===== src/rtl/fifo_pkg.sv =====
// Shared types and helpers for the FIFO storage stage: status-FSM encoding and depth derivation.
package fifo_pkg;

  typedef enum logic [1:0] {
    ST_EMPTY  = 2'd0,
    ST_NORMAL = 2'd1,
    ST_FULL   = 2'd2
  } state_t;

  function automatic int unsigned depth_of(input int unsigned addr_bits);
    return 32'd1 << addr_bits;
  endfunction

endpackage


===== src/rtl/fifo_ram.sv =====
// Register-array storage for the FIFO: synchronous write port, synchronous (registered) read port, no reset.
module fifo_ram
  import fifo_pkg::*;
#(
  parameter int unsigned width     = 7,
  parameter int unsigned addr_bits = 3
) (
  input  logic                 clk,
  input  logic                 i_we,
  input  logic [addr_bits-1:0] i_waddr,
  input  logic [width:0]       i_wdata,
  input  logic                 i_re,
  input  logic [addr_bits-1:0] i_raddr,
  output logic [width:0]       o_rdata
);

  localparam int unsigned DEPTH = depth_of(addr_bits);

  logic [width:0] r_mem [DEPTH];
  logic [width:0] r_rdata;

  always_ff @(posedge clk) begin
    if (i_we) begin
      r_mem[i_waddr] <= i_wdata;
    end
  end

  // Read register only advances on an accepted read, so it holds otherwise.
  always_ff @(posedge clk) begin
    if (i_re) begin
      r_rdata <= r_mem[i_raddr];
    end
  end

  assign o_rdata = r_rdata;

endmodule


===== src/rtl/fifo_store.sv =====
// FIFO storage/control stage: EMPTY/NORMAL/FULL status FSM, circular pointers, occupancy count,
// registered read data with one-cycle valid pulse, and sticky overflow/underflow flags.
module fifo_store
  import fifo_pkg::*;
#(
  parameter int unsigned width     = 7,
  parameter int unsigned addr_bits = 3
) (
  input  logic                 clk,
  input  logic                 Clear,
  input  logic                 wr_req,
  input  logic [width:0]       data_in,
  input  logic                 rd_req,
  output logic [width:0]       data_out,
  output logic                 data_valid,
  output logic                 full,
  output logic                 empty,
  output logic [addr_bits:0]   count,
  output logic                 overflow,
  output logic                 underflow
);

  localparam int unsigned DEPTH = depth_of(addr_bits);
  localparam int unsigned AW    = addr_bits;
  localparam int unsigned CW    = addr_bits + 1;

  state_t         r_state;
  state_t         w_state_nxt;
  logic [AW-1:0]  r_wr_ptr;
  logic [AW-1:0]  r_rd_ptr;
  logic [CW-1:0]  r_count;
  logic [CW-1:0]  w_count_nxt;
  logic           r_full;
  logic           r_empty;
  logic           r_valid;
  logic           r_overflow;
  logic           r_underflow;
  logic           r_loaded;
  logic           w_wr_ok;
  logic           w_rd_ok;
  logic [width:0] w_rd_q;

  assign w_wr_ok = wr_req && (r_state != ST_FULL);
  assign w_rd_ok = rd_req && (r_state != ST_EMPTY);

  fifo_ram #(
    .width     (width),
    .addr_bits (addr_bits)
  ) u_ram (
    .clk     (clk),
    .i_we    (w_wr_ok),
    .i_waddr (r_wr_ptr),
    .i_wdata (data_in),
    .i_re    (w_rd_ok),
    .i_raddr (r_rd_ptr),
    .o_rdata (w_rd_q)
  );

  // Next-state and next-count logic for the status FSM.
  always_comb begin
    w_state_nxt = r_state;
    w_count_nxt = r_count;
    case (r_state)
      ST_EMPTY: begin
        if (w_wr_ok) begin
          w_state_nxt = ST_NORMAL;
          w_count_nxt = r_count + CW'(1);
        end
      end
      ST_NORMAL: begin
        if (w_wr_ok && !w_rd_ok) begin
          w_count_nxt = r_count + CW'(1);
          if (r_count == CW'(DEPTH - 1)) begin
            w_state_nxt = ST_FULL;
          end
        end else if (w_rd_ok && !w_wr_ok) begin
          w_count_nxt = r_count - CW'(1);
          if (r_count == CW'(1)) begin
            w_state_nxt = ST_EMPTY;
          end
        end
      end
      ST_FULL: begin
        if (w_rd_ok) begin
          w_state_nxt = ST_NORMAL;
          w_count_nxt = r_count - CW'(1);
        end
      end
      default: begin
        w_state_nxt = ST_EMPTY;
        w_count_nxt = '0;
      end
    endcase
  end

  always_ff @(posedge clk or negedge Clear) begin
    if (!Clear) begin
      r_state     <= ST_EMPTY;
      r_count     <= '0;
      r_full      <= 1'b0;
      r_empty     <= 1'b1;
      r_wr_ptr    <= '0;
      r_rd_ptr    <= '0;
      r_valid     <= 1'b0;
      r_loaded    <= 1'b0;
      r_overflow  <= 1'b0;
      r_underflow <= 1'b0;
    end else begin
      r_state  <= w_state_nxt;
      r_count  <= w_count_nxt;
      r_full   <= (w_state_nxt == ST_FULL);
      r_empty  <= (w_state_nxt == ST_EMPTY);
      r_valid  <= w_rd_ok;
      if (w_wr_ok) begin
        r_wr_ptr <= r_wr_ptr + AW'(1);
      end
      if (w_rd_ok) begin
        r_rd_ptr <= r_rd_ptr + AW'(1);
        r_loaded <= 1'b1;
      end
      if (wr_req && (r_state == ST_FULL)) begin
        r_overflow <= 1'b1;
      end
      if (rd_req && (r_state == ST_EMPTY)) begin
        r_underflow <= 1'b1;
      end
    end
  end

  // The RAM read register has no reset; mask it until a read lands after Clear.
  assign data_out   = r_loaded ? w_rd_q : '0;
  assign data_valid = r_valid;
  assign full       = r_full;
  assign empty      = r_empty;
  assign count      = r_count;
  assign overflow   = r_overflow;
  assign underflow  = r_underflow;

endmodule


===== config.mk =====
export PLATFORM = sky130hd
export DESIGN_NAME = fifo_store
export DESIGN_NICKNAME = d
export VERILOG_FILES = /design/src/rtl/fifo_pkg.sv /design/src/rtl/fifo_ram.sv /design/src/rtl/fifo_store.sv
export SDC_FILE = /design/constraint.sdc
export NUM_CORES = 1
export LEC_CHECK = 0
export CORE_MARGIN = 2
export CORE_UTILIZATION = 40
export CTS_CLUSTER_DIAMETER = 80
export DETAILED_ROUTE_END_ITERATION = 7
export PLACE_DENSITY = 0.64
export SLEW_MARGIN = 30
export SYNTH_ARGS = -nofsm -noshare
export SYNTH_HDL_FRONTEND = slang
export SYNTH_SLANG_ARGS = --single-unit
export TNS_END_PERCENT = 100

===== constraint.sdc =====
create_clock -name clk -period 2.4 [get_ports clk]
set_input_delay 0.48 -clock clk [delete_from_list [all_inputs] [get_ports clk]]
set_output_delay 0.48 -clock clk [all_outputs]
set_load 0.01 [all_outputs]

Yosys cells after proc, flatten, opt, wreduce, memory -nomap -nowiden
Memory sizes are Yosys's and may differ from the RTL's. A register that Yosys moved wholly into a read port is not among the register bits.
Index checks and enable logic that the tools add are counted.
- add/sub/neg operators: 4
- multiply operators: 0
- div/mod/pow operators: 0
- $lt $le $gt $ge: 0
- equal/unequal tests: 9
- shifts and indexed selects: 0
- multiplexer cells: 15
- bitwise operators: 0
- reduce and logical (&&, ||, !) cells: 12
- operators with widths (operator ; count):
    $mux 4 ; 4
    $mux 2 ; 6
    $pmux 4 s3 ; 1
    $mux 8 ; 1
    $add 3x1->3 const B ; 2
    $logic_and 1x1->1 ; 6
    $ne 2x2->1 const B ; 3
    $pmux 2 s3 ; 1
    $add 4x1->4 const B ; 1
    $eq 2x2->1 const B ; 2
    $eq 4x1->1 const B ; 1
    $eq 4x3->1 const B ; 1
    $logic_not 2->1 ; 2
    $sub 4x1->4 const B ; 1
    $ne 3x3->1 const B ; 1
    $reduce_and 3->1 ; 1
    $eq 2x1->1 const B ; 1
    $logic_not 1->1 ; 2
    $mux 1 ; 2
    $reduce_bool 2->1 ; 1
- flip-flop bits (word level): 18
- bits in latches: 0
- bits in writable memories: 64
- ROM bits: 0
- input port bits: 12
- output and inout port bits: 17
- word-level logic and storage cells: 51
- memories kept: 1
- memories (name ; depth ; width ; read ports ; clocked after Yosys merged registers in ; write ports ; RTL line ; RTL):
    u_ram.r_mem ; 8 ; 8 ; 1 ; 1 ; 1 ; fifo_ram.sv:19 ; logic [width:0] r_mem [DEPTH];

Logic depth before layout (Yosys ltp)
- depth in word-level cells: 8
- mapped depth: 9
- depth with buffers taken out: 8

Hierarchy
A second synthesis with hierarchy kept.
- cell total of the unflattened synthesis: 221
- area, all modules: 3867.5 µm²
- by module, submodules not included (module ; instances ; cells an instance ; area an instance (µm²) ; seq. area each (µm²)):
    fifo_ram ; 1 ; 114 ; 2771.4 ; 2162.1
    fifo_store ; 1 ; 107 ; 1096.1 ; 451.7

Worst setup path before layout
Ideal clock, no wire load.
- path type: input to register
- from: in rd_req
- to: reg r_count[3] (netlist: count[3])
- library setup time: 0.087 ns
- arrival time: 1.914 ns
- data required time: 2.313 ns
- path slack: 0.399 ns
- cell stages on the path: 8
- buffers on the path: 2
- path through: clkbuf_1 o21ai_1 ha_1 clkbuf_1 nor3b_1 o21ai_0 a221o_1 o211ai_1
- cells in the longest elaborated chain, start to end: 5
- elaborated cells on any way between the ends: 9
- classes of those cells: eq/ne: 2; mux: 2; reduce/logical: 5
- ends and longest elaborated chain (what ; RTL line ; RTL):
    from (decl) ; fifo_store.sv:13 ; input logic rd_req,
    $logic_and 1x1->1 (*) ; fifo_store.sv:44 ; assign w_rd_ok = rd_req && (r_state != ST_EMPTY);
    $logic_not 1->1 ; fifo_store.sv:71 ; if (w_wr_ok && !w_rd_ok) begin
    $logic_and 1x1->1 ; fifo_store.sv:71 ;
    $ne 3x3->1 (no line) / $mux 4 (equally long branches) ; -- ;
    $reduce_and 3->1 (no line) / $pmux 4 s3 (equally long branches) ; -- ;
    to (signal assigned) ; fifo_store.sv:110 ; r_count <= w_count_nxt;
    to (decl) ; fifo_store.sv:31 ; logic [CW-1:0] r_count;
Mark *: on every way between the ends. The rest lies on a longest branch, timed or not.
A chain may end at the register's enable or synchronous reset.

Worst setup path after layout
- from: reg r_count[2] (netlist: count[2])
- to: out count[2]
- RTL lines (what ; RTL line ; RTL):
    to (decl) ; fifo_store.sv:18 ; output logic [addr_bits:0] count,
No word-level cell between the ends.

==> results.sh <==
export IMPL_post_route_min_period_ns=2.02
export IMPL_synth_seq_cells=90
export IMPL_cts_resized=0
export IMPL_synth_area_per_cell_um2=17.0
export IMPL_wirelength_um=6820
export IMPL_ios=29
export IMPL_synthCells=227
export IMPL_antenna_found_initial=0
export IMPL_peakVddDrop_mv=0.479
export IMPL_synthTopCellsByCount="72 x edfxtp_1, 17 x dfrtp_1, 16 x mux4_1, 15 x nand2_1, 10 x mux2_2"
export IMPL_multi_input_area_mm2=0.00114
export IMPL_fin_area_mm2=0.00456
export IMPL_synth_area_leaders="edfxtp_1 56%, dfrtp_1 11%, mux4_1 11%"
export IMPL_p_leak_nw=1.63
export IMPL_worstPathRequired_ns=1.92
export IMPL_wire_per_inst_um=16.8
export IMPL_grt_pass1_vias=2054
export IMPL_placed_cell_area_mm2=0.00436
export IMPL_cts_buffers=9
export IMPL_drive_gt1_share_pct=16.2
export IMPL_ys_types=39
export IMPL_finClkSkew_ns=0.0147
export IMPL_r2r_end="count[3]"
export IMPL_crit_chain="clkdlybuf4s50_1"
export IMPL_synth_top_area_share_pct=56.1
export IMPL_timing_hold_violations_final=0
export IMPL_areaGrowthSynthToFinish_pct=18.4
export IMPL_die_area_mm2=0.0104
export IMPL_cts_tree="yes"
export IMPL_root_buffer="clkbuf_8"
export IMPL_worstHoldPathType="input port to asynchronous set/reset pin"
export IMPL_slowest_delay_ns=0.61
export IMPL_rr_startpoint="r_state[0]"
export IMPL_cts_setup_buffers=0
export IMPL_grt_pass1_wl_um=10900
export IMPL_ys_seq_area_share_pct=67.9
export IMPL_vias_per_cell=5.11
export IMPL_ff2ff_setup_slack_ns=0.50
export IMPL_drt_iter0_drc=66
export IMPL_cts_sinks=90
export IMPL_post_route_drc_count=0
export IMPL_die_x_um=102
export IMPL_initial_core_util_pct=41.5
export IMPL_port_buffers=28
export IMPL_crit_type="register to primary output"
export IMPL_nFillCells=771
export IMPL_synth_edf_count=72
export IMPL_htreeDepth=3
export IMPL_ant_nets=0
export IMPL_worst_pin_slew_ns=0.487
export IMPL_cpLargestDelayFamily="buffers and inverters"
export IMPL_fin_crit_sh_pct=84.2
export IMPL_synth_most_common_cell="edfxtp_1"
export IMPL_crit_arrival_ns=1.54
export IMPL_clkLatencyLatePin_ns=0.37
export IMPL_synthArstFlopShare_pct=20.0
export IMPL_finalMaxSlewViolations=0
export IMPL_rsz0062_at_grt="no"
export IMPL_antenna_cells=0
export IMPL_slowest_stage="clkdlybuf4s50_1"
export IMPL_syn_area_mm2=0.00385
export IMPL_first_pass_iters=4
export IMPL_reg2reg_depth=8
export IMPL_yosys_area_top_type="edfxtp_1"
export IMPL_setup_worst_path_start_class="register"
export IMPL_vias=2078
export IMPL_num_rows=35
export IMPL_clkSlewWorstSetupHoldPaths_ns=0.10
export IMPL_dp_hpwl_um=4250
export IMPL_fin_util_pct=49.1
export IMPL_grt_max_degree=20
export IMPL_overflow=0
export IMPL_die_h_um=102
export IMPL_synthFlopType="edfxtp_1"
export IMPL_ys_warn_count=0
export IMPL_worst_path_buf_inv=1
export IMPL_cts_hold_buf=0
export IMPL_p_per_area_mw_per_mm2=1070
export IMPL_maxCapViolations=0
export IMPL_timing_fmax_mhz=495
export IMPL_syn_nets=246
export IMPL_relSlewSlack_pct=67.4
export IMPL_endpoint_kind="primary output"
export IMPL_nNetsFinal=292
export IMPL_status="finished, final reports clean"
export IMPL_fp_coreArea_mm2=0.00928
export IMPL_seq_area_mm2=0.00261
export IMPL_gp_congestion=0.866
export IMPL_setup_viol=0
export IMPL_clockBufferDepth=2
export IMPL_fin_tns_setup_ns=0
export IMPL_gr_usage_all_layers_pct=14.4
export IMPL_crit_fanout=11
power by group:
| part | switching (mW) | internal, mW |
|---|---|---|
| combinational | 0.746 | 0.887 |
| sequential | 0.199 | 2.03 |
| clock | 0.613 | 0.414 |
cell usage in the layout (no fill, tap or decap), types with 3 or more instances in the layout:
| cell type | Yosys | final |
|---|---|---|
| inv_1 | 7 | 7 |
| clkbuf_8 | 0 | 9 |
| inv_8 | 0 | 3 |
| buf_4 | 0 | 18 |
| nand2_1 | 15 | 15 |
| mux4_1 | 16 | 16 |
| nand2b_1 | 7 | 7 |
| edfxtp_1 | 72 | 72 |
| a21oi_1 | 4 | 4 |
| mux2_2 | 10 | 10 |
| xnor2_1 | 4 | 4 |
| and2_1 | 9 | 9 |
| o21ai_0 | 7 | 7 |
| nor2b_1 | 4 | 4 |
| ha_1 | 7 | 7 |
| o32ai_1 | 3 | 3 |
| dfrtp_1 | 17 | 17 |
| clkdlybuf4s50_1 | 0 | 28 |
| nor2_1 | 8 | 8 |
| nor3_1 | 3 | 3 |
through the flow:
stage | total power, mW | std cells | setup WS, ns | hold slack, ns
2_1_floorplan | 3.33 | 227 | 0.399 | 0.184
3_3_place_gp | 3.87 | 391 | 0.196 | 0.441
3_5_place_dp | 3.91 | 391 | 0.112 | 0.445
4_1_cts | 4.93 | 407 | 0.366 | 0.440
5_1_grt | 5.16 | 407 | 0.309 | 0.446
6_report | 4.89 | 407 | 0.379 | 0.439
kinds of logic (layout without fill, tap and decap cells):
kind of cell | Yosys count | in the layout | synth area share [%]
flip-flops | 90 | 90 | 67.9
AND/OR/NAND/NOR | 53 | 53 | 7.37
AO/OA/AOI/OAI | 27 | 27 | 4.78
multiplexers | 26 | 26 | 13.8
buffers and inverters | 18 | 69 | 2.50
adder cells (fa/ha/maj) | 7 | 7 | 2.27
XOR/XNOR | 6 | 6 | 1.36
state kept, by name, summed over array words and instances, names as in the netlist:
name	flops
count	4
r_rd_ptr	3
empty	1
u_ram.r_mem	64
r_wr_ptr	3
overflow	1
full	1
u_ram.o_rdata	8
underflow	1
data_valid	1
r_loaded	1
r_state	2
final cells by class:
type                            count  area share [%]
Timing Repair Buffer               46            9.11
Sequential cell                    90            57.3
Multi-Input combinational cell    119            25.0
Tap cell                          129            3.54
Clock buffer                        9            2.72
Inverter                            7           0.576
Clock inverter                      7            1.67
how the worst max path moves through the flow:
stage,to,cells past startpoint,startpoint,slack [ns]
after global placement,count[1],8,wr_req,0.20
after global routing,count[2],1,count[2],0.31
after floorplan,count[3],8,rd_req,0.40
after detailed placement,count[1],8,wr_req,0.11
after CTS,data_out[0],2,r_loaded,0.37
final,count[2],1,count[2],0.38
routing by layer:
layer	routed length, µm	up-vias	GRT usage, %
met5	0	-	0
met4	136	0	5.54
met3	251	12	3.28
met2	3040	46	22.0
met1	3400	1043	20.2
li1	-	977	-
No activity file was read; power rests on OpenSTA's default activity.
